**src/rtl/dmux_stream_router.sv**
```systemverilog
`default_nettype none
// ============================================================================
// Module   : dmux_stream_router
// Purpose  : Registered 1-to-N stream router with unicast, broadcast and a
//            one-entry valid/ready holding slot per output channel.
// Revision : 1.0
// ============================================================================
module dmux_stream_router #(
    parameter int WIDTH    = 16,
    parameter int N        = 4,
    parameter int BCAST_EN = 1,
    localparam int SEL_W   = $clog2(N)
) (
    input  logic                 clk,
    input  logic                 rst_n,
    input  logic [WIDTH-1:0]     in_data,
    input  logic [SEL_W-1:0]     in_sel,
    input  logic                 in_bcast,
    input  logic                 in_valid,
    output logic                 in_ready,
    output logic [N*WIDTH-1:0]   out_data,
    output logic [N-1:0]         out_valid,
    input  logic [N-1:0]         out_ready,
    output logic [7:0]           drop_cnt
);

    localparam logic [7:0] c_drop_max = 8'hFF;

    logic [N-1:0]       valid_q, valid_d;
    logic [N*WIDTH-1:0] data_q, data_d;
    logic [7:0]         drop_cnt_q, drop_cnt_d;

    logic [N-1:0]       w_free;
    logic [N-1:0]       w_sel_hit;
    logic [N-1:0]       w_load;
    logic               w_bcast;
    logic               w_oor;
    logic               w_in_ready;

    always_comb begin
        w_bcast = (BCAST_EN != 0) && in_bcast;
        w_free  = ~valid_q | out_ready;

        w_sel_hit = '0;
        for (int i = 0; i < N; i++) begin
            if (in_sel == SEL_W'(i)) begin
                w_sel_hit[i] = 1'b1;
            end
        end
        // A select that matches no channel can only occur for non-power-of-two N.
        w_oor = !w_bcast && !(|w_sel_hit);

        if (w_bcast) begin
            w_in_ready = &w_free;
        end else begin
            w_in_ready = w_oor || (|(w_sel_hit & w_free));
        end

        w_load = '0;
        if (in_valid && w_in_ready) begin
            w_load = w_bcast ? {N{1'b1}} : w_sel_hit;
        end

        valid_d = w_load | (valid_q & ~out_ready);
        data_d  = data_q;
        for (int i = 0; i < N; i++) begin
            if (w_load[i]) begin
                data_d[i*WIDTH +: WIDTH] = in_data;
            end
        end

        drop_cnt_d = drop_cnt_q;
        if (in_valid && w_oor && (drop_cnt_q != c_drop_max)) begin
            drop_cnt_d = drop_cnt_q + 8'd1;
        end
    end

    always_ff @(posedge clk or negedge rst_n) begin
        if (!rst_n) begin
            valid_q    <= '0;
            data_q     <= '0;
            drop_cnt_q <= '0;
        end else begin
            valid_q    <= valid_d;
            data_q     <= data_d;
            drop_cnt_q <= drop_cnt_d;
        end
    end

    assign in_ready  = w_in_ready;
    assign out_valid = valid_q;
    assign out_data  = data_q;
    assign drop_cnt  = drop_cnt_q;

endmodule
`default_nettype wire

```
**config.mk**
```make
export PLATFORM = sky130hd
export DESIGN_NAME = dmux_stream_router
export DESIGN_NICKNAME = d
export VERILOG_FILES = /design/src/rtl/dmux_stream_router.sv
export SDC_FILE = /design/constraint.sdc
export NUM_CORES = 1
export LEC_CHECK = 0
export ABC_AREA = 1
export CAP_MARGIN = 20
export CORE_MARGIN = 3
export CORE_UTILIZATION = 35
export DETAILED_ROUTE_END_ITERATION = 10
export GPL_ROUTABILITY_DRIVEN = 1
export HOLD_SLACK_MARGIN = 0.03
export PLACE_DENSITY = 0.76
export REMOVE_ABC_BUFFERS = 1
export SYNTH_ARGS = -nofsm -noshare
export SYNTH_HDL_FRONTEND = slang
export SYNTH_SLANG_ARGS = --single-unit
```
**constraint.sdc**
```tcl
create_clock -name clk -period 1.48 [get_ports clk]
set_input_delay 0.37 -clock clk [delete_from_list [all_inputs] [get_ports clk]]
set_output_delay 0.37 -clock clk [all_outputs]
set_load 0.01 [all_outputs]
```
==> results of run 1 <==
==> layout by cell type (no fill, tap or decap), types with 7 or more instances in the layout <==
cell type and count:
buf_6 8, dfrtp_1 76, nand3_4 7, nand2_2 48, nand4_1 64, buf_12 9
nand2_1 91, clkdlybuf4s50_1 17, buf_4 29, dlygate4sd2_1 77, clkbuf_8 10
==> power breakdown <==
part           total (mW)  internal, mW  switching, mW  leakage (nW)
combinational        2.52          1.28           1.25          1.67
clock                1.77         0.995          0.771         0.107
sequential           2.90          2.56          0.342         0.958
==> how the worst max path moves through the flow <==
stage,startpoint,endpoint,slack [ns]
2_1_floorplan,out_valid[3],out_data[0],-0.03
3_3_place_gp,in_sel[1],in_ready,-0.83
3_5_place_dp,in_sel[0],out_data[23],-0.91
4_1_cts,out_valid[2],in_ready,-0.22
5_1_grt,out_valid[0],out_data[15],-0.31
6_report,out_valid[3],out_data[11],-0.22
==> flip-flops by register name (all words and copies together), names as in the netlist <==
| register | count |
|---|---|
| out_data | 64 |
| drop_cnt | 8 |
| out_valid | 4 |
==> per-stage QoR <==
| step | cell area (um^2) | setup TNS (ns) | total power, mW |
|---|---|---|---|
| 5_1_grt | 5250 | -16.44 | 7.55 |
| 4_1_cts | 5040 | -10.85 | 7.00 |
| 2_1_floorplan | 3060 | -2.12 | 3.65 |
| 3_5_place_dp | 4460 | -60.43 | 5.15 |
| 6_report | 5250 | -11.54 | 7.19 |
| 3_3_place_gp | 4460 | -54.63 | 5.09 |
==> layout make-up <==
class	count	area share (%)
clock buffers	12	2.76
clock inverters	4	1.38
inverters	7	0.643
multi-input cells	224	25.0
flip-flops and latches	76	36.2
well taps	126	3.00
repair buffers	156	31.0
==> metal layers <==
layer / global-route usage, % / routed length, um / share of wire [%] / vias to the layer above
met4: 7.12 / 138 / 1.3 / 0
met1: 26.3 / 4700 / 43 / 1507
met2: 33.1 / 5460 / 50 / 137
li1: - / - / - / 1419
met3: 3.98 / 703 / 6.4 / 14
met5: 0 / 0 / 0 / -
==> repair_timing <==
action                     4_1_cts  5_1_grt
setup endpoints to repair      145       70
gates cloned                     9        3
pin swaps                       17       14
buffers inserted                22        4
resized for setup              118       55
==> cells by family after synthesis <==
| family | after synthesis | share of synthesized area, % |
|---|---|---|
| and+or+nand+nor | 215 | 32.3 |
| buffers and inverters | 40 | 9.02 |
| AOI/OAI and AO/OA | 5 | 1.54 |
| DFF | 76 | 57.1 |
==> run summary, run 1 <==
RSZ-0062 raised after global routing -> true
Reg2reg end -> out_data[11]
GRT Overall Usage -> 20.0%
Largest net degree at the start of global routing -> 77
Final Hold Fails -> 0
Area Overhead vs Synth -> 57.7%
Post-Layout Cell Count -> 605
Port-buffer cells -> 102
Worst-path cell chain -> nand2_2, nand2_2, o21ai_2, nand2_2, nand2_8, buf_6, buf_12, buf_12, nand3_4, buf_6, nand2_2, nand2_1
Clock Pin Slew Worst Setup and Hold Paths -> 0.08 ns
Mean Syn Cell Area -> 9.91 um^2
Rows -> 34
Crit-path most repeated cell -> nand2_2
Vias -> 3,077
Filler cell count -> 764
Slowest CP cell -> dfrtp_1
Min Hold Slack -> 0.0197 ns
Slew @ Worst Pin -> 0.530 ns
Placed cell count -> 553
Final slew viol count -> 0
CTS tree -> built
Critical Path RT -> 1.72 ns
Final net count -> 500
Area of the core -> 8980 um^2
Crit Path Max Fanout -> 8
Failing checks -> negative setup slack
Final Util -> 58.5%
Multi-input gate area -> 1320 um^2
Outcome -> complete, but fails checks
Period Utilization, post-route -> 115%
Slew headroom -> 64.7%
Worst hold path class -> input pin to asynchronous set/reset pin
Detail Route Antenna Nets -> 0
Post-synth ARST share -> 100%
Setup Skew -> 0.00758 ns
Synth Instances -> 336
Clock sink count -> 76
Die area -> 10,700 um^2
CP top delay family -> simple AND/OR/NAND/NOR gates
Worst vdd ir -> 0.653 mV
Yosys cell types -> 20
Ys Warns -> 0
Routed vias/inst -> 5.09
Drt pass-1 iters -> 4
RR Startpoint -> out_valid[3]
Register area -> 1900 um^2
Leakage power -> 2.73 nW
Mapped Area -> 3330 um^2
Setup slack after layout -> -0.224 ns
EDFF count, synth -> 0
Crit path largest cell delay -> 0.39 ns
Antenna Diode Count -> 0
Num CTS Buffers -> 9
Post-synth top cells -> nand2_1 (137), dfrtp_1 (76), nand4_1 (64)
First-pass GRT wire length -> 17.0 mm
Top_reg_cell synth -> dfrtp_1
Register-to-Register Setup Slack -> -0.22 ns
Dpl hpwl -> 6.28 mm
Clk buf depth -> 2
DP Worst Slack -> -0.909 ns
CP Launch Type -> flop
Remaining global-route overflow -> 0
Top Ports -> 103
Share of cells above drive strength 1 -> 30.9%
Die width -> 104 um
Crit. End Element -> flop
Max-Cap Viols -> 0
Top cell type's share of synthesized area -> 57.1%
Initial antenna violation count -> 0
DR iter-0 viols -> 144
GP Congestion -> 0.773
Hold_buf cts -> 0
Top cell type by total area after synthesis -> dfrtp_1
WL/cell -> 18.2 um
Seq/Total Area, Yosys -> 57.1%
P per Cell Area -> 1370 nW/um^2
H-tree depth -> 3
Count leader, synth -> nand2_1
Die Y -> 104 um
Final setup fails -> 69
Final min period -> 1.70 ns
Clk root buf -> clkbuf_8
Vias in the first global route -> 3,148
Reg2Reg Depth -> 12
Routed WL -> 11.0 mm
Clk_lat worst skew -> 0.35 ns
Seq cells post-synth -> 76
Largest cells by area after synthesis -> dfrtp_1 (57%), nand2_1 (15%), nand4_1 (12%)
Worst EP arrival -> 1.95 ns
Initial Util -> 37.1%
# DRC -> 0
Critical setup path kind -> flop to flop
Fmax -> 587 MHz
WP depth -> 12
Worst Path Buf+Inv -> 4
(Power assumes the default switching activity.)
==> run 2: changes to the inputs <==
--- a/config.mk
+++ b/config.mk
@@ -13,6 +13,7 @@
 export GPL_ROUTABILITY_DRIVEN = 1
 export HOLD_SLACK_MARGIN = 0.03
 export PLACE_DENSITY = 0.76
+export RECOVER_POWER = 50
 export REMOVE_ABC_BUFFERS = 1
 export SYNTH_ARGS = -nofsm -noshare
 export SYNTH_HDL_FRONTEND = slang
==> run 2 against run 1 <==
Compared with the run above:
- the run still ends with negative setup slack left
- hold slack better by 0.29 ns
- flip-flop and latch count stayed put
- maximum frequency about the same
- clock power about the same
- register-to-register slack barely moved
- via count grew 1.0%
- power is essentially flat
==> run summary, run 2 (synthesis gave the netlist of run 1 again) <==
P per Cell Area -> 1370 nW/um^2
Rows -> 34
CTS tree -> built
Area Overhead vs Synth -> 57.3%
Outcome -> complete, but fails checks
GP Congestion -> 0.773
Post-place instance area -> 4460 um^2
Num CTS Buffers -> 9
Hold_buf cts -> 0
Placed cell count -> 553
Final setup fails -> 69
Most common cell after layout, fill and taps aside -> nand2_1
Detail Route Antenna Nets -> 0
Dpl hpwl -> 6.28 mm
Crit Path Max Fanout -> 8
First-pass GRT wire length -> 17.0 mm
GRT Overall Usage -> 20.0%
Worst EP arrival -> 1.95 ns
Fmax -> 587 MHz
DR iter-0 viols -> 145
Final net count -> 500
Leakage power -> 2.73 nW
Max-Cap Viols -> 0
Initial antenna violation count -> 0
Setup Skew -> 0.00671 ns
H-tree depth -> 3
Vias in the first global route -> 3,148
Die Y -> 104 um
Critical Path RT -> 1.72 ns
Routed vias/inst -> 5.14
Area of the core -> 8980 um^2
Clock Pin Slew Worst Setup and Hold Paths -> 0.08 ns
Clk root buf -> clkbuf_8
Die width -> 104 um
Slew headroom -> 29.7%
Clock sink count -> 76
Drt pass-1 iters -> 4
Share of cells above drive strength 1 -> 30.9%
Final min period -> 1.70 ns
Worst hold path class -> input pin to asynchronous set/reset pin
Failing checks -> negative setup slack
CP Launch Type -> flop
Post-Layout Cell Count -> 605
Clk buf depth -> 2
Final Hold Fails -> 0
Slew @ Worst Pin -> 1.05 ns
Routed WL -> 11.1 mm
Clk_lat worst skew -> 0.35 ns
Min Hold Slack -> 0.305 ns
Worst vdd ir -> 0.653 mV
Die area -> 10,700 um^2
Initial Util -> 37.1%
Final slew viol count -> 0
Period Utilization, post-route -> 115%
Antenna Diode Count -> 0
Max reg flops -> 64
# DRC -> 0
Critical setup path kind -> flop to flop
Final instance area -> 5240 um^2
Largest net degree at the start of global routing -> 77
WL/cell -> 18.3 um
Top Ports -> 103
Crit. End Element -> flop
Remaining global-route overflow -> 0
Port-buffer cells -> 102
Most frequent cells in the layout -> nand2_1 (91), dlygate4sd2_1 (77), dfrtp_1 (76), nand4_1 (64), nand2_2 (48)
RSZ-0062 raised after global routing -> true
Setup TNS Final -> -11.64 ns
Vias -> 3,108
Setup slack after layout -> -0.224 ns
run 2: worst paths after layout:
kind / startpoint / end / slack [ns] / depth (start not counted)
hold / removal: rst_n / out_valid[1] / 0.31 / 2
min in group clk: drop_cnt[6] / drop_cnt[6] / 0.37 / 0
hold reg to reg: drop_cnt[6] / drop_cnt[6] / 0.37 / 0
setup / recovery: out_valid[3] / out_data[11] / -0.22 / 12
max in group asynchronous: rst_n / out_data[22] / 0.47 / 2
setup reg to reg: out_valid[3] / out_data[11] / -0.22 / 12
run 2: report_power, final:
part,switching (mW),internal [mW],leakage [nW]
combinational,1.25,1.27,1.66
sequential,0.341,2.56,0.958
clock,0.777,0.995,0.107
run 2: timing repair:
item                                    4_1_cts  5_1_grt
cloned                                        9        3
buffers inserted                             22        4
pin swaps                                    17       14
gates resized for setup                     118       55
endpoints found under the setup margin      145       70
run 2: final cells by class:
| cell class | count | area, um^2 |
|---|---|---|
| clock buffer | 12 | 145 |
| sequential | 76 | 1900 |
| timing repair buffer | 156 | 1610 |
| tap | 126 | 158 |
| multi-input combinational | 224 | 1320 |
| clock inverter | 4 | 72.6 |
| inverter | 7 | 33.8 |
| fill | 766 | 3740 |
run 2: routing by layer:
layer  vias up  GRT usage (%)  wire length [um]
li1       1420              -                 -
met4         0           7.12               163
met2       121           33.1              5470
met1      1551           26.3              4830
met5         -              0                 0
met3        16           3.98               606
run 2: worst max-delay path: stages, from the launching register on:
cell     delay, ns
dfrtp_1       0.39
nand2_2       0.09
nand2_2       0.06
o21ai_2       0.15
nand2_2       0.11
nand2_8       0.07
buf_6         0.10
buf_12        0.13
buf_12        0.11
nand3_4       0.10
buf_6         0.18
nand2_2       0.05
nand2_1       0.05
run 2: through the flow:
stage	util [%]	worst slack, ns	total power, mW
finish	58.4	-0.224	7.19
global route	58.4	-0.306	7.54
CTS	56.1	-0.224	7.00
detailed placement	49.7	-0.909	5.15
global placement	49.7	-0.825	5.09
floorplan	-	-0.0334	3.65
